<file path="config.mk">
export PLATFORM = sky130hd
export DESIGN_NAME = regbank_burst_reader_flat
export DESIGN_NICKNAME = d
export VERILOG_FILES = /design/src/rtl/regbank_pkg.sv /design/src/rtl/regbank_burst_reader_if.sv /design/src/rtl/regbank_rd_mux.sv /design/src/rtl/regbank_burst_reader.sv /design/src/flat_wrapper.sv
export SDC_FILE = /design/constraint.sdc
export NUM_CORES = 1
export LEC_CHECK = 0
export BUFFER_PORTS_ARGS = -buffer_cell sky130_fd_sc_hd__buf_2
export CAP_MARGIN = 20
export CORE_MARGIN = 1
export CORE_UTILIZATION = 40
export CTS_BUF_LIST = sky130_fd_sc_hd__clkbuf_4 sky130_fd_sc_hd__clkbuf_8
export DETAILED_ROUTE_END_ITERATION = 8
export PLACE_DENSITY = 0.66
export SYNTH_ARGS = -nofsm -noshare
export SYNTH_HDL_FRONTEND = slang
export SYNTH_SLANG_ARGS = --single-unit
</file>
<file path="constraint.sdc">
create_clock -name clk -period 3.66 [get_ports clk]
set_input_delay 0.183 -clock clk [delete_from_list [all_inputs] [get_ports clk]]
set_output_delay 0.183 -clock clk [all_outputs]
set_load 0.02 [all_outputs]
</file>
<file path="src/rtl/regbank_pkg.sv">
// Shared types and defaults for the register-bank burst reader.
// Holds the FSM encoding and the modulo-NREGS address step.
package regbank_pkg;

  localparam int NREGS_DEF = 8;
  localparam int AW_DEF    = 3;
  localparam int DW_DEF    = 2;
  localparam int LW_DEF    = 4;

  typedef enum logic [0:0] {
    IDLE  = 1'b0,
    BURST = 1'b1
  } state_e;

  // Wraps at n-1, so non-power-of-2 banks still cycle correctly
  function automatic int next_addr(int a, int n);
    return (a == n - 1) ? 0 : a + 1;
  endfunction

endpackage

</file>
<file path="src/rtl/regbank_burst_reader_if.sv">
// Request and beat channels of the burst reader.
// The reader takes the slave side; the consumer takes master.
interface regbank_burst_reader_if
  import regbank_pkg::*;
#(
  parameter int AW = AW_DEF,
  parameter int DW = DW_DEF,
  parameter int LW = LW_DEF
);

  logic          req_valid;
  logic          req_ready;
  logic [AW-1:0] req_addr;
  logic [LW-1:0] req_len;
  logic          out_valid;
  logic          out_ready;
  logic [DW-1:0] out_data;
  logic [AW-1:0] out_addr;
  logic          out_last;

  modport master (
    output req_valid, req_addr, req_len, out_ready,
    input  req_ready, out_valid, out_data, out_addr, out_last
  );

  modport slave (
    input  req_valid, req_addr, req_len, out_ready,
    output req_ready, out_valid, out_data, out_addr, out_last
  );

endinterface

</file>
<file path="src/rtl/regbank_rd_mux.sv">
// NREGS:1 register select from the flattened bank.
// Out-of-range addresses return zero.
module regbank_rd_mux
  import regbank_pkg::*;
#(
  parameter int NREGS = NREGS_DEF,
  parameter int AW    = AW_DEF,
  parameter int DW    = DW_DEF
) (
  input  logic [NREGS*DW-1:0] reg_data_i,
  input  logic [AW-1:0]       addr_i,
  output logic [DW-1:0]       data_o
);

  always_comb begin
    data_o = '0;
    for (int i = 0; i < NREGS; i++) begin
      if (addr_i == AW'(i)) begin
        data_o = reg_data_i[i*DW +: DW];
      end
    end
  end

endmodule

</file>
<file path="src/rtl/regbank_burst_reader.sv">
// Burst read master: accepts (addr, len) and streams one register
// per beat on a valid/ready channel, wrapping modulo NREGS.
module regbank_burst_reader
  import regbank_pkg::*;
#(
  parameter int NREGS = NREGS_DEF,
  parameter int AW    = AW_DEF,
  parameter int DW    = DW_DEF,
  parameter int LW    = LW_DEF
) (
  input  logic                clk,
  input  logic                rst,
  input  logic [NREGS*DW-1:0] reg_data,
  input  logic                abort,
  output logic                err,
  regbank_burst_reader_if.slave bus
);

  state_e        state_q, state_d;
  logic          run_q;
  logic          err_q, err_d;
  logic          vld_q, vld_d;
  logic          last_q, last_d;
  logic [DW-1:0] data_q, data_d;
  logic [AW-1:0] addr_q, addr_d;
  logic [LW-1:0] rem_q, rem_d;

  logic [AW-1:0] nxt_addr;
  logic [AW-1:0] sel_addr;
  logic [DW-1:0] sel_data;
  logic          accept;
  logic          legal;
  logic          beat_done;

  assign bus.req_ready = run_q && (state_q == IDLE);
  assign accept    = bus.req_valid && bus.req_ready;
  assign legal     = (bus.req_len != '0) &&
                     (int'(bus.req_addr) < NREGS);
  assign beat_done = vld_q && bus.out_ready;
  assign nxt_addr  = AW'(next_addr(int'(addr_q), NREGS));

  // One mux serves both the first beat and every follow-on beat
  assign sel_addr = (state_q == IDLE) ? bus.req_addr : nxt_addr;

  regbank_rd_mux #(
    .NREGS(NREGS),
    .AW   (AW),
    .DW   (DW)
  ) u_mux (
    .reg_data_i(reg_data),
    .addr_i    (sel_addr),
    .data_o    (sel_data)
  );

  always_comb begin
    state_d = state_q;
    err_d   = 1'b0;
    vld_d   = vld_q;
    last_d  = last_q;
    data_d  = data_q;
    addr_d  = addr_q;
    rem_d   = rem_q;
    unique case (state_q)
      IDLE: begin
        if (accept && legal) begin
          state_d = BURST;
          vld_d   = 1'b1;
          data_d  = sel_data;
          addr_d  = bus.req_addr;
          rem_d   = bus.req_len - 1'b1;
          last_d  = (bus.req_len == LW'(1));
        end else if (accept) begin
          err_d = 1'b1;
        end
      end
      BURST: begin
        if (abort || (beat_done && rem_q == '0)) begin
          state_d = IDLE;
          vld_d   = 1'b0;
          last_d  = 1'b0;
        end else if (beat_done) begin
          addr_d = nxt_addr;
          data_d = sel_data;
          rem_d  = rem_q - 1'b1;
          last_d = (rem_q == LW'(1));
        end
      end
      default: ;
    endcase
  end

  always_ff @(posedge clk or negedge rst) begin
    if (!rst) begin
      state_q <= IDLE;
      run_q   <= 1'b0;
      err_q   <= 1'b0;
      vld_q   <= 1'b0;
      last_q  <= 1'b0;
      data_q  <= '0;
      addr_q  <= '0;
      rem_q   <= '0;
    end else begin
      state_q <= state_d;
      run_q   <= 1'b1;
      err_q   <= err_d;
      vld_q   <= vld_d;
      last_q  <= last_d;
      data_q  <= data_d;
      addr_q  <= addr_d;
      rem_q   <= rem_d;
    end
  end

  assign err          = err_q;
  assign bus.out_valid = vld_q;
  assign bus.out_data  = data_q;
  assign bus.out_addr  = addr_q;
  assign bus.out_last  = last_q;

endmodule

</file>
<file path="src/flat_wrapper.sv">
// flat-port wrapper written by rule: the top's interface ports become plain ports
module regbank_burst_reader_flat import regbank_pkg::*;
#(
  parameter int NREGS = NREGS_DEF,
  parameter int AW    = AW_DEF,
  parameter int DW    = DW_DEF,
  parameter int LW    = LW_DEF
)
  (clk, rst, reg_data, abort, err, bus_req_valid, bus_req_addr, bus_req_len, bus_out_ready, bus_req_ready, bus_out_valid, bus_out_data, bus_out_addr, bus_out_last);
  regbank_burst_reader_if #(.AW(AW), .DW(DW), .LW(LW)) bus_i ();
  input  logic clk;
  input  logic rst;
  input  logic [NREGS*DW-1:0] reg_data;
  input  logic abort;
  output logic err;
  input wire logic [$bits(bus_i.req_valid)-1:0] bus_req_valid;
  input wire logic [$bits(bus_i.req_addr)-1:0] bus_req_addr;
  input wire logic [$bits(bus_i.req_len)-1:0] bus_req_len;
  input wire logic [$bits(bus_i.out_ready)-1:0] bus_out_ready;
  output wire logic [$bits(bus_i.req_ready)-1:0] bus_req_ready;
  output wire logic [$bits(bus_i.out_valid)-1:0] bus_out_valid;
  output wire logic [$bits(bus_i.out_data)-1:0] bus_out_data;
  output wire logic [$bits(bus_i.out_addr)-1:0] bus_out_addr;
  output wire logic [$bits(bus_i.out_last)-1:0] bus_out_last;
  assign bus_i.req_valid = bus_req_valid;
  assign bus_i.req_addr = bus_req_addr;
  assign bus_i.req_len = bus_req_len;
  assign bus_i.out_ready = bus_out_ready;
  assign bus_req_ready = bus_i.req_ready;
  assign bus_out_valid = bus_i.out_valid;
  assign bus_out_data = bus_i.out_data;
  assign bus_out_addr = bus_i.out_addr;
  assign bus_out_last = bus_i.out_last;
  regbank_burst_reader #(.NREGS(NREGS), .AW(AW), .DW(DW), .LW(LW)) u_core (.clk(clk), .rst(rst), .reg_data(reg_data), .abort(abort), .err(err), .bus(bus_i));
endmodule
</file>
==> summary.txt <==
Synth
  – Yosys warns: 0
  – Count of different cell masters after synthesis: 45
  – Syn avg cell area: 9.40 sq um
  – Multiplexer share of the synthesized area: 5.32%
  – Synth Area in Compound Gates: 26.9%
  – Share of synthesized registers carrying an async set or reset: 100%
  – Largest cells by area after synthesis: dfrtp_1 32%, ha_1 8.1%, nor2_1 3.5%
  – Number of enable flip-flop cells after synthesis: 0
  – Post-Synth XOR/XNOR Area: 1.62%
  – Register area share after synthesis: 32.4%
  – Mapped Nets: 150
  – Largest family of logic cells by synthesized area: compound AO/OA/AOI/OAI gates
  – Adder and majority gate portion of the synthesized area: 8.10%
  – Post-synth top area share: 32.4%
  – Post-Synth Simple-Gate Area: 20.8%
  – Register bit total from synthesis: 14
  – Synth area leader: dfrtp_1
  – Synthesized instance count: 115
  – Post-synth top flop: dfrtp_1
  – Syn Std Cell Area: 1080 sq um

Placed design
  – Pre-CTS setup slack: 1.42 ns
  – DP Wirelength: 1900 um
  – Number of I/O port buffers: 36
  – Placed insts: 178
  – Routability cong.: 0.799

Drt
  – DRT Pass-1 Iters: 4
  – Vias/cell: 5.41
  – Average wire per standard cell: 12.7 um
  – 1st-iter DRT viols: 11
  – Post-DRT Antenna Nets: 0
  – # DRC: 0
  – Via Count: 990
  – WL final: 2330 um

Outcome
  – Status: finished clean

CTS
  – CTS Hold Bufs: 1
  – Deepest clock path buffer count: 2
  – CTS clk-pin slew, worst paths: 0.09 ns
  – CTS H-Tree Depth: 1
  – Post-CTS resize count: 0
  – CTS Root Buffer Type: clkbuf_4
  – Worst skew pair latency: 0.28 ns
  – Setup Fix Bufs, Post-CTS: 0
  – TritonCTS Sinks: 14
  – CTS tree: built
  – Total clock buffers created by CTS: 3

Final layout
  – Commonest cells after routing, fill and taps aside: 36 x buf_2, 14 x dfrtp_1, 10 x nor2_1, 9 x nand2_1
  – Most common cell after layout, fill and taps aside: buf_2
  – Register Area: 350 sq um
  – Area Overhead vs Synth: 22.3%
  – Diode count: 0
  – Fillers: 253
  – Layout Utilization: 52.4%
  – Multi-input logic area: 682 sq um
  – Final Non-Filler Cells: 183
  – Fraction of layout cells with a size suffix above 1: 35.3%
  – Nets: 189

Setup path
  – Worst Path Arrival: 2.46 ns
  – CP Data Required Time: 3.85 ns
  – Critical Path Start Type: register
  – CP Class: register to register
  – Crit Path Max Fanout: 24
  – CP Capture Type: register

GRT
  – Grt ovf: 0
  – Gr usage total: 17.8%
  – Initial antenna violation count: 0
  – First-pass GRT wire length: 3680 um
  – Largest net degree at the start of global routing: 25
  – Vias in the first global route: 822

STA
  – Final min period: 2.28 ns
  – Hold Fails Final Rpt: 0
  – # setup viols final: 0
  – Slew Limit Headroom: 51.6%
  – Period utilization: 62.2%
  – Hold WS: 0.182 ns
  – Slew @ Worst Pin: 0.726 ns
  – RSZ-0062 raised after global routing: no
  – Setup Skew: 0.0108 ns
  – Worst setup margin: 1.38 ns
  – Fmax: 440 MHz
  – Max-slew violations: 0
  – Final TNS setup: 0 ns

Worst hold path
  – Hold crit path type: primary input to register

Power
  – Max VDD drop: 418 uV
  – Leakage dissipation: 0.629 nW
  – Switch share: 43.1%
  – Combinational Power Share: 49.9%
  – Clock share of power: 14.8%
  – Int Power: 0.433 mW
  – PwrDens: 575 nW/um^2
  – Sw Pwr: 0.327 mW
  – Flop pwr share: 35.3%

Floorplan
  – Row count: 18
  – I/O pin cnt: 37
  – Die Y-Extent: 54.0 um
  – Die area: 2910 sq um
  – Die width: 54.0 um
  – Initial core utilization: 42.9%
  – Core box area: 2520 sq um

Run
  – Maximum Capacitance Violations: 0
logic make-up after synthesis:
kind of cell	after synthesis
AOI/OAI and AO/OA	38
xor gates and xnor gates	2
adders and majority gates	7
buffers and inverters	10
DFF	14
muxes	5
other	1
and+or+nand+nor	38
worst max-delay path: stages (launching register included):
cell and delay (ns):
dfrtp_1 0.82, nand2b_1 0.21, a21boi_2 0.39, mux2_4 0.34, a31o_1 0.19, a221oi_2 0.22
area by class of cell:
cell class	count	share of cell area [%]
multi-input cells	91	51.6
flip-flops and latches	14	26.5
repair buffers	37	14.4
well taps	30	2.84
clock buffers	4	2.74
inverters	7	1.99
power groups by stage:
stage	Clock [mW]	Sequential, mW	Combinational, mW
floorplan	0	0.293	0.249
CTS	0.117	0.269	0.380
global placement	0	0.269	0.371
global route	0.126	0.279	0.423
detailed placement	0	0.272	0.377
finish	0.113	0.268	0.379
per-stage QoR:
step                area [sq um]  total power [mW]
floorplan                   1080             0.542
finish                      1320             0.760
CTS                         1320             0.766
detailed placement          1280             0.649
global placement            1280             0.640
global route                1320             0.828
synthesized netlist by cell type (2+ instances only):
| cell type | count |
|---|---|
| a21o_1 | 4 |
| a21oi_1 | 7 |
| a221oi_1 | 2 |
| a31oi_1 | 3 |
| and3_1 | 2 |
| dfrtp_1 | 14 |
| ha_1 | 7 |
| inv_1 | 6 |
| mux2_2 | 2 |
| mux2i_1 | 2 |
| nand2_1 | 9 |
| nand2b_1 | 2 |
| nand3_1 | 3 |
| nor2_1 | 10 |
| nor2b_1 | 2 |
| nor3_1 | 2 |
| nor3b_2 | 2 |
| o211ai_1 | 2 |
| o21ai_0 | 7 |
| xnor2_1 | 2 |
worst paths after layout:
kind / startpoint / cells after the start / slack, ns / endpoint
setup / recovery: u_core.state_q / 5 / 1.38 / u_core.bus.out_data[0]
hold / removal: bus_req_valid / 2 / 0.18 / u_core.err
setup reg to reg: u_core.state_q / 5 / 1.38 / u_core.bus.out_data[0]
hold reg to reg: u_core.bus.out_last / 2 / 0.48 / u_core.bus.out_last
max in group asynchronous: rst / 2 / 3.10 / u_core.rem_q[0]
min in group asynchronous: rst / 2 / 0.31 / u_core.bus.out_valid
flip-flops by register name (all words and copies together) (netlist names):
signal,count
u_core.bus.out_addr,3
u_core.bus.out_data,2
u_core.bus.out_last,1
u_core.bus.out_valid,1
u_core.err,1
u_core.rem_q,4
u_core.run_q,1
u_core.state_q,1
per-layer routing:
layer / global-route usage, % / part of all wire [%]
met1: 23.8 / 47
met2: 28.4 / 49
met3: 5.93 / 3.4
met4: 2.56 / 0.26
met5: 0 / 0
(Power assumes the default switching activity.)
